### src/rtl/spram_arbiter.sv
// Two-port arbiter/sequencer for one 16K x 16 SPRAM; reads return on the owning port 3 cycles after accept.
// Combinational grant, one request per cycle, no stalls; responses cannot be backpressured.
`timescale 1ns/1ps
module spram_arbiter #(
  parameter bit ROUND_ROBIN = 1'b1
) (
  input  logic        clock,
  input  logic        reset_n,
  input  logic        req0_valid,
  output logic        req0_ready,
  input  logic        req0_write,
  input  logic [13:0] req0_address,
  input  logic [15:0] req0_wdata,
  input  logic [3:0]  req0_mask,
  output logic        rsp0_valid,
  output logic [15:0] rsp0_rdata,
  input  logic        req1_valid,
  output logic        req1_ready,
  input  logic        req1_write,
  input  logic [13:0] req1_address,
  input  logic [15:0] req1_wdata,
  input  logic [3:0]  req1_mask,
  output logic        rsp1_valid,
  output logic [15:0] rsp1_rdata,
  output logic        ram_chipselect,
  output logic        ram_wren,
  output logic [13:0] ram_address,
  output logic [15:0] ram_datain,
  output logic [3:0]  ram_maskwren,
  input  logic [15:0] ram_dataout
);

  logic        last_grant_q, last_grant_d;
  logic        gnt0, gnt1, accept;
  logic        sel_write;
  logic [13:0] sel_address;
  logic [15:0] sel_wdata;
  logic [3:0]  sel_mask;

  logic        cs_q, cs_d;
  logic        wren_q, wren_d;
  logic [13:0] addr_q, addr_d;
  logic [15:0] din_q, din_d;
  logic [3:0]  mask_q, mask_d;

  // Tag pipeline: {is_read, port}; S1 aligns with the SPRAM pins, S2 with ram_dataout.
  logic        s1_rd_q, s1_rd_d, s1_port_q, s1_port_d;
  logic        s2_rd_q, s2_port_q;

  logic        rsp0_vld_q, rsp0_vld_d, rsp1_vld_q, rsp1_vld_d;
  logic [15:0] rsp0_dat_q, rsp0_dat_d, rsp1_dat_q, rsp1_dat_d;

  // last_grant_q == 1 means port 1 won last, so port 0 takes the next contention.
  assign gnt0   = req0_valid & (~req1_valid | (ROUND_ROBIN == 1'b0) | last_grant_q);
  assign gnt1   = req1_valid & ~gnt0;
  assign accept = gnt0 | gnt1;

  assign req0_ready = gnt0;
  assign req1_ready = gnt1;

  assign sel_write   = gnt1 ? req1_write   : req0_write;
  assign sel_address = gnt1 ? req1_address : req0_address;
  assign sel_wdata   = gnt1 ? req1_wdata   : req0_wdata;
  assign sel_mask    = gnt1 ? req1_mask    : req0_mask;

  always_comb begin
    last_grant_d = last_grant_q;
    cs_d         = 1'b0;
    wren_d       = 1'b0;
    mask_d       = 4'b0000;
    addr_d       = addr_q;
    din_d        = din_q;
    s1_rd_d      = 1'b0;
    s1_port_d    = s1_port_q;
    if (accept) begin
      last_grant_d = gnt1;
      cs_d         = 1'b1;
      wren_d       = sel_write;
      mask_d       = sel_write ? sel_mask : 4'b0000;
      addr_d       = sel_address;
      din_d        = sel_wdata;
      s1_rd_d      = ~sel_write;
      s1_port_d    = gnt1;
    end
  end

  always_comb begin
    rsp0_vld_d = s2_rd_q & ~s2_port_q;
    rsp1_vld_d = s2_rd_q &  s2_port_q;
    rsp0_dat_d = rsp0_vld_d ? ram_dataout : rsp0_dat_q;
    rsp1_dat_d = rsp1_vld_d ? ram_dataout : rsp1_dat_q;
  end

  always_ff @(posedge clock or negedge reset_n) begin
    if (!reset_n) begin
      last_grant_q <= 1'b1;
      cs_q         <= 1'b0;
      wren_q       <= 1'b0;
      addr_q       <= 14'd0;
      din_q        <= 16'd0;
      mask_q       <= 4'd0;
      s1_rd_q      <= 1'b0;
      s1_port_q    <= 1'b0;
      s2_rd_q      <= 1'b0;
      s2_port_q    <= 1'b0;
      rsp0_vld_q   <= 1'b0;
      rsp1_vld_q   <= 1'b0;
      rsp0_dat_q   <= 16'd0;
      rsp1_dat_q   <= 16'd0;
    end else begin
      last_grant_q <= last_grant_d;
      cs_q         <= cs_d;
      wren_q       <= wren_d;
      addr_q       <= addr_d;
      din_q        <= din_d;
      mask_q       <= mask_d;
      s1_rd_q      <= s1_rd_d;
      s1_port_q    <= s1_port_d;
      s2_rd_q      <= s1_rd_q;
      s2_port_q    <= s1_port_q;
      rsp0_vld_q   <= rsp0_vld_d;
      rsp1_vld_q   <= rsp1_vld_d;
      rsp0_dat_q   <= rsp0_dat_d;
      rsp1_dat_q   <= rsp1_dat_d;
    end
  end

  assign ram_chipselect = cs_q;
  assign ram_wren       = wren_q;
  assign ram_address    = addr_q;
  assign ram_datain     = din_q;
  assign ram_maskwren   = mask_q;
  assign rsp0_valid     = rsp0_vld_q;
  assign rsp1_valid     = rsp1_vld_q;
  assign rsp0_rdata     = rsp0_dat_q;
  assign rsp1_rdata     = rsp1_dat_q;

endmodule
### config.mk
export PLATFORM = sky130hd
export DESIGN_NAME = spram_arbiter
export DESIGN_NICKNAME = d
export VERILOG_FILES = /design/src/rtl/spram_arbiter.sv
export SDC_FILE = /design/constraint.sdc
export NUM_CORES = 1
export LEC_CHECK = 0
export CAP_MARGIN = 20
export CELL_PAD_IN_SITES_DETAIL_PLACEMENT = 1
export CELL_PAD_IN_SITES_GLOBAL_PLACEMENT = 1
export CORE_UTILIZATION = 33
export CTS_CLUSTER_SIZE = 12
export DETAILED_ROUTE_END_ITERATION = 10
export PLACE_DENSITY = 0.89
export SYNTH_ARGS = -nofsm -noshare
export SYNTH_HDL_FRONTEND = slang
export SYNTH_SLANG_ARGS = --single-unit
### constraint.sdc
create_clock -name clock -period 2.7 [get_ports clock]
set_clock_uncertainty 0.2 [all_clocks]
set_input_delay 0.405 -clock clock [delete_from_list [all_inputs] [get_ports clock]]
set_output_delay 0.405 -clock clock [all_outputs]
set_load 0.05 [all_outputs]
# Word level (Yosys, flattened, before mapping)
# Index checks and enable logic that the tools add are counted.
# word_totals
reg_bits	75
inputBits	90
elab_cells	33
out_inout_bits	72
# classes
mux	9
n_bitwise	10
# op_table
operator	n
$mux W16	1
$mux W14	1
$mux W4	3
$and A1 B1 Y1	4
$mux W1	4
$not A1 Y1	4
$or A1 B1 Y1	2

# Depth between registers and ports, before layout
# depth
word_depth	8
ltp_mapped	5
mapped_depth_nobuf	3

# Worst setup path after synthesis
# Ideal clock, no wire load.
# synth_path
path_type	register to output
from	register last_grant_q
to	output req0_ready
arrival_time_ps	1245
path_buffers	1
required_ps	2095
path_slack_ps	850
path_stages_with_launch	5
cell_sequence	dfstp_2 > nand2b_1 > nand2_2 > buf_4 > inv_1
# synth_between
elab_chain_len	2
# synth_rtl
item	line	source
from (decl)	33	logic last_grant_q, last_grant_d;
from (signal assigned)	111	last_grant_q <= last_grant_d;
$or A1 B1 Y1	54	assign gnt0 = req0_valid & (~req1_valid | (ROUND_ROBIN == 1'b0) | last_grant_q);
$and A1 B1 Y1	54	
to (decl)	10	output logic req0_ready,
# No other way between the ends.

# Worst setup path in the final report
# Same ends and word-level chain as after synthesis.

==> impl_metrics.tcl <==
set metrics [dict create \
    cts_made_buffers 9 \
    syn-instance-count 200 \
    async_flop_share_pct 100 \
    p_seq_share_pct 35.5 \
    hold_buffers 0 \
    cts_resized 0 \
    post_drt_wl_per_cell_um 16.6 \
    rsz0062_at_grt "false" \
    core.rowCount 35 \
    via_per_inst 4.54 \
    post_cts_buffers 0 \
    dieArea_um2 9930 \
    portBuffers 161 \
    synth_edf_count 0 \
    drt_iter0_drc 30 \
    combinationalPowerShare_pct 41.2 \
    worst-path-buf-inv 2 \
    die_w_um 99.7 \
    syn_to_final_growth_pct 62.0 \
    dr.pass1.iters 2 \
    syn_area_um2 3150 \
    worstReg2RegStart "last_grant_q" \
    num_io_pins 162 \
    yosysMostFrequentCell "mux2_2" \
    routed_wl_um 8290 \
    dp_hpwl_um 6310 \
    synth_cell_types 19 \
    clockBufferDepth 2 \
    worst_setup_path_start_kind "register" \
    syn-num-nets 290 \
    clock-root-buffer "clkbuf_8" \
    switchingPower_mw 1.54 \
    syn_avg_cell_area_um2 15.7 \
    htree_levels 3 \
    path_cells "nand2b_1, nand2_2, inv_1, buf_4" \
    worstMarginPinSlew_ps 957 \
    slowest_stage "dfstp_2" \
    initial_core_util_pct 34.1 \
    peakVddDrop_v 0.000325 \
    yosysWarnings 0 \
    final_cells 500 \
    maxCapViolations 0 \
    yosysTopAreaCell "dfrtp_1" \
    grt_use_total_pct 17.8 \
    fmax_mhz 459 \
    grt_pass1_wl_um 13400 \
    final_hold_viol_count 0 \
    hp-class "input pin to async pin" \
    final_nets 456 \
    power_density_nw_per_um2 799 \
    worstPathRequired_ps 2100 \
    yosys.area.top_type_share_pct 58.8 \
    min_period_ps 2180 \
    crit_fanout 12 \
    first_global_vias 2550 \
    core-area_um2 9240 \
    p_leak_nw 2.10 \
    intPower_mw 2.53 \
    drive_above_1_share_pct 31.3 \
    tns_ps 0 \
    swShare_pct 37.8 \
    numPlacedInstances 484 \
    grt_antenna_before_repair 0 \
    cts_sinks 75 \
    fp.dieH_um 99.7 \
    crit_type "register to output port" \
    gp_congestion 0.674 \
    grt_overflow_total 0 \
    drv_slew 0 \
    crit_arrival_ps 1580 \
    grt_max_degree 76 \
    diodes 0 \
    synth-seq-cells 75 \
    synth_area_leaders "dfrtp_1 (59%), mux2_2 (31%), mux2i_1 (1.6%)" \
    status "finished clean" \
    clkTransAtPathRegs_ps 80 \
    path_delay_family "flip-flops" \
    setup_viol 0 \
    endpoint_kind "output port" \
    slowest_delay_ps 560 \
    vias 2270 \
    synth-seq-area-share_pct 59.7 \
    ys_dominant_reg_cell "dfrtp_1" \
    ant_nets 0 \
    crit_start "last_grant_q" \
    power_frac_clock_pct 23.2 \
    finalCritPeriodShare_pct 80.7 \
    max_slew_margin_pct 36.2 \
    ys_top_cells_by_count "mux2_2 (88), dfrtp_1 (74), mux2i_1 (5), nor2_1 (5)" \
    drc 0 \
    fin_util_pct 55.2 \
    worstSkewPairLatency_ps 330 \
    cts_tree "done" \
]
## logic make-up (layout without fill, tap and decap cells)
kind of cell / Yosys count / in the layout / synth area share [%]
AO/OA/AOI/OAI: 4 / 4 / 1.03
buffers and inverters: 13 / 184 / 3.06
flip-flops: 75 / 75 / 59.7
multiplexers: 97 / 97 / 34.5
AND/OR/NAND/NOR: 11 / 11 / 1.71
## metrics by stage
| step | power (mW) | hold WS (ps) | setup WS [ps] | cell area, um^2 |
|---|---|---|---|---|
| after floorplan | 2.50 | -90.6 | 850 | 3150 |
| after global placement | 3.12 | 144 | 530 | 4880 |
| after detailed placement | 3.17 | 147 | 494 | 4880 |
| after CTS | 4.13 | 38.0 | 455 | 5100 |
| after global routing | 4.26 | 73.6 | 403 | 5100 |
| final | 4.07 | 2.01 | 520 | 5100 |
## final cells by class
| class | instances | area [um^2] |
|---|---|---|
| Sequential cell | 75 | 1880 |
| Clock inverter | 6 | 90.1 |
| Tap cell | 129 | 161 |
| Fill cell | 930 | 4140 |
| Timing Repair Buffer | 165 | 1650 |
| Inverter | 3 | 11.3 |
| Clock buffer | 10 | 128 |
| Multi-Input combinational cell | 112 | 1170 |
## state kept, by name (all words and copies together), names as in the netlist
register,cells
last_grant_q,1
ram_address,14
ram_chipselect,1
ram_datain,16
ram_maskwren,4
ram_wren,1
rsp0_rdata,16
rsp0_valid,1
rsp1_rdata,16
rsp1_valid,1
s1_port_q,1
s1_rd_q,1
s2_port_q,1
s2_rd_q,1
## metal layers
| layer | GRT usage, % | wire length, um |
|---|---|---|
| met2 | 31.1 | 4240 |
| met1 | 20.8 | 3360 |
| met4 | 6.11 | 124 |
| met5 | 0 | 0 |
| met3 | 5.41 | 561 |
## power by group through the flow
stage          registers (mW)  logic [mW]  clock network, mW
2_1_floorplan            2.18       0.316                  0
3_3_place_gp             1.45        1.66                  0
3_5_place_dp             1.48        1.69                  0
4_1_cts                  1.45        1.70              0.977
5_1_grt                  1.48        1.75               1.03
6_report                 1.45        1.68              0.945
## cells in the final DEF (no fill, tap or decap), types with 2 or more instances in the layout
master	count
mux2_2	88
nand2b_1	2
clkdlybuf4s50_1	157
inv_1	3
clkbuf_8	9
dfrtp_1	74
bufinv_16	2
mux2i_1	5
nor2_1	5
buf_12	2
buf_4	5
mux2_1	4
clkinv_4	2
## worst paths after layout
kind / endpoint / slack [ps] / cells past startpoint
max: req0_ready / 520 / 4
min: rsp1_rdata[11] / 2 / 1
max reg2reg: ram_datain[2] / 910 / 4
min reg2reg: s2_rd_q / 160 / 0
max in group asynchronous: s1_port_q / 1670 / 1
min in group clock: s2_rd_q / 160 / 0
Power figures use the tool's default switching activity.
